File: config.mk
export PLATFORM = sky130hd
export DESIGN_NAME = pc_sequencer
export DESIGN_NICKNAME = d
export VERILOG_FILES = /design/src/rtl/pc_sequencer.sv
export SDC_FILE = /design/constraint.sdc
export NUM_CORES = 1
export LEC_CHECK = 0
export CORE_MARGIN = 8
export CORE_UTILIZATION = 51
export CTS_CLUSTER_DIAMETER = 60
export DETAILED_ROUTE_END_ITERATION = 12
export GPL_TIMING_DRIVEN = 0
export PLACE_DENSITY_LB_ADDON = 0.25
export SLEW_MARGIN = 20
export SYNTH_ARGS = -nofsm -noshare
export SYNTH_HDL_FRONTEND = slang
export SYNTH_SLANG_ARGS = --single-unit
File: constraint.sdc
create_clock -name clk -period 4.5 [get_ports clk]
set_clock_uncertainty 0.15 [all_clocks]
set_input_delay 0.9 -clock clk [delete_from_list [all_inputs] [get_ports clk]]
set_output_delay 0.9 -clock clk [all_outputs]
set_load 0.02 [all_outputs]
File: src/rtl/pc_sequencer.sv
// Program counter and run-control stage: sequences IDLE/RUN/DONE for three stored
// programs, advances the fetch address and counts the cycles spent in RUN.
module pc_sequencer #(
    parameter int PC_W       = 10,
    parameter int CNT_W      = 16,
    parameter int PROG1_BASE = 0,
    parameter int PROG2_BASE = 256,
    parameter int PROG3_BASE = 512
) (
    input  logic             clk,
    input  logic             reset,
    input  logic             start,
    input  logic [1:0]       prog_sel,
    input  logic             branch_taken,
    input  logic [PC_W-1:0]  abs_target,
    input  logic             stall,
    input  logic             halt,
    output logic [PC_W-1:0]  pc,
    output logic             running,
    output logic             done,
    output logic [CNT_W-1:0] cycle_count,
    output logic [1:0]       state_dbg
);

    typedef enum logic [1:0] {
        IDLE = 2'd0,
        RUN  = 2'd1,
        DONE = 2'd2
    } state_t;

    state_t           state_q;
    state_t           state_d;
    logic [PC_W-1:0]  pc_d;
    logic [CNT_W-1:0] cnt_d;
    logic [PC_W-1:0]  base;
    logic             launch;

    always_comb begin
        base = PC_W'(PROG1_BASE);
        case (prog_sel)
            2'd0:    base = PC_W'(PROG1_BASE);
            2'd1:    base = PC_W'(PROG2_BASE);
            2'd2:    base = PC_W'(PROG3_BASE);
            default: base = PC_W'(PROG1_BASE);
        endcase
    end

    // prog_sel == 3 is reserved; a start with it is dropped entirely
    assign launch = start && (prog_sel != 2'd3);

    always_comb begin
        state_d = state_q;
        pc_d    = pc;
        cnt_d   = cycle_count;
        case (state_q)
            IDLE, DONE: begin
                if (launch) begin
                    state_d = RUN;
                    pc_d    = base;
                    cnt_d   = '0;
                end
            end
            RUN: begin
                if (cycle_count != {CNT_W{1'b1}}) begin
                    cnt_d = cycle_count + CNT_W'(1);
                end
                if (halt) begin
                    state_d = DONE;
                end else if (stall) begin
                    pc_d = pc;
                end else if (branch_taken) begin
                    pc_d = abs_target;
                end else begin
                    pc_d = pc + PC_W'(1);
                end
            end
            default: state_d = IDLE;
        endcase
    end

    always_ff @(posedge clk) begin
        if (reset) begin
            state_q     <= IDLE;
            pc          <= '0;
            cycle_count <= '0;
        end else begin
            state_q     <= state_d;
            pc          <= pc_d;
            cycle_count <= cnt_d;
        end
    end

    assign running   = (state_q == RUN);
    assign done      = (state_q == DONE);
    assign state_dbg = state_q;

endmodule
# Yosys cells after proc, flatten, opt, wreduce, memory -nomap -nowiden
# Index checks and enable logic that the tools add are counted.
# op_classes
mul,0
div_mod_pow,0
mux,12
reduce_logical,7
order_cmp,0
eq_ne,11
shifts,0
addsub,2
bitwise,0
# ops
op,n
$mux W10,4
$pmux W10 S2,2
$mux W16,2
$pmux W16 S2,1
$add A16 B1 Y16 const B,1
$ne A16 B16 Y1 const B,1
$add A10 B1 Y10 const B,1
$ne A2 B2 Y1 const B,5
$eq A2 B1 Y1 const B,2
$eq A2 B2 Y1 const B,2
$mux W2,2
$pmux W2 S2,1
$reduce_and A4 Y1,1
$reduce_and A3 Y1,1
$logic_not A2 Y1,1
$ne A2 B1 Y1 const B,1
$reduce_and A2 Y1,1
$reduce_bool A2 Y1,1
$reduce_or A2 Y1,1
$logic_and A1 B1 Y1,1
# word_totals
regBits,28
output_inout_bits,30
rom_bits,0
n_memories,0
ramBits,0
input_bits,18
latch_bits,0

# Depth between registers and ports, before layout
# Gate-level depths: netlist of run 1.
# logic_depth
ltp_word,5
mapped_depth,7

# Least setup slack after synthesis of run 1
# OpenSTA, ideal clock, no wires.
# synth_timing
path_type,input port to flip-flop
start,in halt
end,reg pc[5]
setup_slack_ps,2227
stages,4
arrival_ps,2052
n_path_buf,0
setup_ps,71
cell_sequence,or4b_2 a311oi_1 o21ai_0 a21oi_1
# synth_via
elab_chain_cells,2
# synth_lines
element,line,rtl
start: declaration,17,"input logic halt,"
$ne A2 B2 Y1 (no line),n/a,
$reduce_and A4 Y1 (no line),n/a,
end signal: assignment,88,pc <= pc_d;
end: declaration,18,"output logic [PC_W-1:0] pc,"
# Every way passes these cells.
# A chain may end at the register's enable or synchronous reset.

# Worst setup path after layout of run 1
# layout_timing
start,reg state_q[0] (netlist: state_dbg[0])
end,out running
# layout_via
elab_chain_cells,1
# layout_lines
element,line,rtl
start: declaration,31,state_t state_q;
start signal: assignment,87,state_q <= state_d;
$eq A2 B1 Y1,93,assign running = (state_q == RUN);
end: declaration,19,"output logic running,"
# Every way passes these cells.

==> reports/results.txt, run 1 <==
Remaining DRCs = 0
Max Cap Viol = 0
Starting DRT DRC Count = 69
TritonCTS Buffers = 3
input/output buffers = 47
first-pass GRT wire length = 7340 um
# IOs = 48
global placement routability congestion = 0.849
wire length per cell = 15.0 um
PD cells = 229 nW/um^2
Detailed Place HPWL = 3480 um
Core ar. = 3050 um^2
postcts setup bufs = 0
count of cell types in the netlist = 48
commonest non-fill, non-tap cell in the layout = clkdlybuf4s50_1
fill count = 273
register area = 561 um^2
Worst Hold End = cycle_count[14]$_SDFFE_PP0P_
Worst Tran Pin Value = 867 ps
CTS Hold Bufs = 0
Multi-input gate area = 1000 um^2
Die ar. = 5260 um^2
Hold Path Cell Cnt = 2
vias per inst = 5.92
initial antenna violation count = 0
P_sw = 0.127 mW
gr ovfl total = 0
Final min period = 3120 ps
CP endpoint kind = primary output
Required @ worst endpoint = 3450 ps
arrival time at the worst endpoint = 2070 ps
largest cells by area after synthesis = dfxtp_1 34%, a21oi_1 6.1%, nand2_1 5.5%
area grow syn2layout = 35.5%
status = finished, final reports clean
Clock Latency Late Sink = 350 ps
Synth Cell Area = 1630 um^2
Reg2Reg Launch Point = state_dbg[1]$_SDFFE_PP0P_
FF+latch count, synth = 28
clk slew on worst S/H paths = 150 ps
post-layout util = 72.3%
Synth area leader = dfxtp_1
Worst Hold Launch = cycle_count[14]$_SDFFE_PP0P_
die height = 72.5 um
Reg power frac = 51.0%
initial core utilization = 53.4%
Slew Limit Fails = 0
router iterations before antenna repair = 5
share of layout cells above drive strength 1 = 5.12%
Internal = 0.379 mW
Mean Syn Cell Area = 8.02 um^2
setup violators final = 0
register-to-register setup slack = 2350 ps
Synthesized Nets = 223
Clk pwr share = 33.9%
CP Max Fanout = 10
Diodes inserted = 0
gr usage total = 16.9%
max frequency = 0.321 GHz
post-CTS sizing = 0
Switching Fraction = 25.2%
Reg2Reg Depth = 7
Critical Path Source Type = flop
clock sink count = 28
Setup CP Type = flop to primary output
Post-Route WL = 4480 um
Comb power frac = 15.1%
nets@finish = 275
Root Driver = clkbuf_4
worst reg2reg endpoint = pc[9]$_SDFFE_PP0P_
Post-Route Setup TNS = 0 ps
crit share post-route = 69.2%
Mapped Cells = 203
# rows = 20
share of the synthesized area in the top cell type = 34.4%
VDD IR max = 0.151 mV
Post-DRT Antenna Nets = 0
vias in the first global route = 1657
Yosys Warn Count = 0
CTS tree = built
Primary FF master, synth = dfxtp_1
most frequent cells in the layout = 47 x clkdlybuf4s50_1, 28 x dfxtp_1, 24 x nand2_1
Max Buffers Root-to-Sink = 2
RSZ-0062 raised after global routing = false
die width = 72.5 um
Hold/Removal Path Class = flop to flop
Rel. slew slack = 41.7%
P_leak = 0.700 nW
async set-reset flop share out of synthesis = 0%
largest net degree at the start of global routing = 17
H-tree levels = 1
number of synthesized flops with an enable pin = 0
Vias = 1765
part of the Yosys area used for sequential elements = 34.4%
Hold Vio Cnt, Final = 0
power groups by stage:
stage	Sequential (mW)	Clock, mW	Combinational, mW
floorplan	0.267	0	0.0348
global placement	0.263	0	0.0747
detailed placement	0.263	0	0.0758
CTS	0.258	0.173	0.0762
global route	0.259	0.180	0.0828
finish	0.258	0.172	0.0762
final cells by class:
type	count	share of cell area [%]
repair buffers	47	21.3
inverters	7	1.19
plain buffers	9	1.76
multi-input cells	159	45.5
flip-flops and latches	28	25.4
clock inverters	1	1.36
clock buffers	3	1.02
well taps	44	2.49
state kept, by name (all words and copies together), names as in the netlist:
signal / cells
cycle_count: 16
pc: 10
state_dbg: 2
routing by layer:
layer  global-route usage [%]  part of all wire, %  up-vias
met2                     28.9                   49       45
met3                     3.03                  3.9        9
met4                     6.89                  1.8        0
li1                         -                    -      879
met1                     20.2                   46      832
met5                        0                    0        -
worst max path at each step:
stage	start	endpoint	slack (ps)	cells past startpoint
3_5_place_dp	halt	pc[9]$_SDFFE_PP0P_	1540	5
6_report	state_dbg[0]$_SDFFE_PP0P_	running	1380	5
3_3_place_gp	halt	pc[9]$_SDFFE_PP0P_	1520	5
4_1_cts	state_dbg[0]$_SDFFE_PP0P_	running	1390	5
5_1_grt	state_dbg[0]$_SDFFE_PP0P_	running	1290	5
2_1_floorplan	halt	pc[5]$_SDFFE_PP0P_	2230	4
critical path: stages, from the launching register on:
cell and delay [ps]:
dfxtp_1 540, nand2b_1 100, buf_2 190, inv_1 100
buf_4 170, clkdlybuf4s50_1 620
synth_stat cells (2+ instances only):
library cell / number
a21boi_0: 2
a21oi_1: 20
a22oi_1: 3
a31oi_1: 2
and3_1: 3
and4_1: 2
and4b_1: 2
clkbuf_1: 7
dfxtp_1: 28
ha_1: 2
inv_1: 7
mux2i_1: 4
nand2_1: 24
nand2b_1: 6
nand3_1: 10
nand4_1: 8
nor2_1: 7
nor3_1: 4
o211ai_1: 5
o21ai_0: 14
o311ai_0: 3
o31ai_1: 3
o41ai_1: 3
or3_1: 8
or4_1: 2
xnor2_1: 2
cell families after synthesis:
group | share of synthesized area (%)
AND/OR/NAND/NOR | 31.6
buffers and inverters | 3.99
XOR/XNOR | 1.08
adder cells (fa/ha/maj) | 1.54
multiplexers | 2.46
flip-flops | 34.4
AO/OA/AOI/OAI | 24.9
through the flow:
step           cells  worst slack, ps  power (mW)  cell area [um^2]  hold WS [ps]
3_5_place_dp     294             1540       0.339              2150           340
4_1_cts          298             1390       0.507              2210           364
6_report         298             1380       0.506              2210           361
2_1_floorplan    203             2230       0.302              1630           411
5_1_grt          298             1290       0.522              2210           394
3_3_place_gp     294             1520       0.338              2150           335
Note: power is estimated with default switching activity, not from simulation.
==> inputs of run 2 (changes only) <==
--- a/config.mk
+++ b/config.mk
@@ -6,7 +6,7 @@
 export NUM_CORES = 1
 export LEC_CHECK = 0
 export CORE_MARGIN = 8
-export CORE_UTILIZATION = 51
+export CORE_UTILIZATION = 47
 export CTS_CLUSTER_DIAMETER = 60
 export DETAILED_ROUTE_END_ITERATION = 12
 export GPL_TIMING_DRIVEN = 0
==> constraint.sdc (replaced) <==
create_clock -name clk -period 3 [get_ports clk]
set_clock_uncertainty 0.15 [all_clocks]
set_input_delay 0.6 -clock clk [delete_from_list [all_inputs] [get_ports clk]]
set_output_delay 0.6 -clock clk [all_outputs]
set_load 0.02 [all_outputs]
==> run 2 against run 1 <==
Critical endpoint unchanged. Highest routed layer unchanged. Flip-flop and latch count is the same. Global-route usage shrank 0.25 points. Setup slack lost 1200 ps. First-iteration DRC count grew 88%.
==> reports/results.txt, run 2 (synthesized netlist as in run 1, its figures left out) <==
first-pass GRT wire length = 7390 um
CTS tree = built
Detailed Place HPWL = 3460 um
share of layout cells above drive strength 1 = 5.12%
max frequency = 0.361 GHz
Post-DRT Antenna Nets = 0
Post-Route WL = 4580 um
Die ar. = 5610 um^2
commonest non-fill, non-tap cell in the layout = clkdlybuf4s50_1
initial core utilization = 48.8%
gr ovfl total = 0
Core ar. = 3340 um^2
Diodes inserted = 0
largest net degree at the start of global routing = 16
Max Buffers Root-to-Sink = 2
Setup CP Type = flop to primary output
Hold Vio Cnt, Final = 0
# IOs = 48
die height = 74.9 um
VDD IR max = 0.158 mV
worst hold slack = 361 ps
Post-Route Setup TNS = 0 ps
Required @ worst endpoint = 2250 ps
clock sink count = 28
Root Driver = clkbuf_4
most frequent cells in the layout = 47 x clkdlybuf4s50_1, 28 x dfxtp_1, 24 x nand2_1
fill count = 312
Starting DRT DRC Count = 130
P_leak = 0.693 nW
Rel. slew slack = 36.6%
CP endpoint kind = primary output
router iterations before antenna repair = 4
Vias = 1739
clk slew on worst S/H paths = 160 ps
nets@finish = 275
Hold Path Cell Cnt = 2
initial antenna violation count = 0
area grow syn2layout = 34.6%
Hold/Removal Path Class = flop to flop
input/output buffers = 47
crit share post-route = 92.2%
postcts setup bufs = 0
Slew Limit Fails = 0
Clock Latency Late Sink = 340 ps
vias in the first global route = 1637
Reg2Reg Depth = 6
CTS Hold Bufs = 0
arrival time at the worst endpoint = 2020 ps
Final min period = 2770 ps
wire length per cell = 15.3 um
setup violators final = 0
PD cells = 315 nW/um^2
RSZ-0062 raised after global routing = false
Remaining DRCs = 0
die width = 74.9 um
# rows = 21
vias per inst = 5.80
Worst Tran Pin Value = 942 ps
Max Cap Viol = 0
Critical Path Source Type = flop
gr usage total = 16.6%
CP Max Fanout = 10
TritonCTS Buffers = 3
Most flops, register = cycle_count
status = finished, final reports clean
global placement routability congestion = 0.874
H-tree levels = 1
post-CTS sizing = 0
max reg flops = 16
run 2: cell types whose count changed in the layout (fill, tap and decap cells not counted):
cell and change:
clkbuf_8 +1, bufinv_16 -1
run 2: worst max-delay path, stage by stage (launching register included):
cell and delay (ps):
dfxtp_1 530, nand2b_1 80, buf_2 180, inv_1 90
buf_4 170, clkdlybuf4s50_1 620
run 2: path summary, 6_finish.rpt:
kind,from,endpoint,slack [ps]
setup reg to reg,cycle_count[0]$_SDFFE_PP0P_,cycle_count[7]$_SDFFE_PP0P_,910
hold reg to reg,cycle_count[15]$_SDFFE_PP0P_,cycle_count[15]$_SDFFE_PP0P_,360
hold / removal,cycle_count[15]$_SDFFE_PP0P_,cycle_count[15]$_SDFFE_PP0P_,360
setup / recovery,state_dbg[0]$_SDFFE_PP0P_,running,230
run 2: where the power goes:
group,total (mW),internal [mW],switching (mW)
clock,0.191,0.0744,0.116
sequential,0.387,0.378,0.00871
combinational,0.114,0.0543,0.0593
total,0.691,0.507,0.184
run 2: layout make-up:
| class | instances | area, um^2 | area share (%) |
|---|---|---|---|
| timing repair buffer | 47 | 470 | 21.4 |
| clock buffer | 4 | 36.3 | 1.65 |
| tap | 46 | 57.6 | 2.62 |
| multi-input combinational | 159 | 1000 | 45.8 |
| sequential | 28 | 561 | 25.6 |
| buffer | 9 | 38.8 | 1.77 |
| inverter | 7 | 26.3 | 1.20 |
run 2: metal layers:
metal  global-route usage (%)  routed length [um]
met1                     20.7                2050
met2                     27.5                2210
met3                     3.60                 271
met4                     5.43                  45
met5                        0                   0
run 2: per-stage QoR:
step	area (um^2)	total power [mW]	utilization (%)	std cells	setup WS, ps
after floorplan	1630	0.453	-	203	1030
after global placement	2160	0.508	64.6	296	402
after detailed placement	2160	0.508	64.6	296	312
after CTS	2190	0.694	65.7	300	231
after global routing	2190	0.713	65.7	300	139
final	2190	0.691	65.7	300	233
==> inputs of run 3 (changes only) <==
--- a/config.mk
+++ b/config.mk
@@ -15,3 +15,4 @@
 export SYNTH_ARGS = -nofsm -noshare
 export SYNTH_HDL_FRONTEND = slang
 export SYNTH_SLANG_ARGS = --single-unit
+export TNS_END_PERCENT = 100
==> results of run 3 <==
No change in the layout: final DEF, timing and power equal those of run 2.
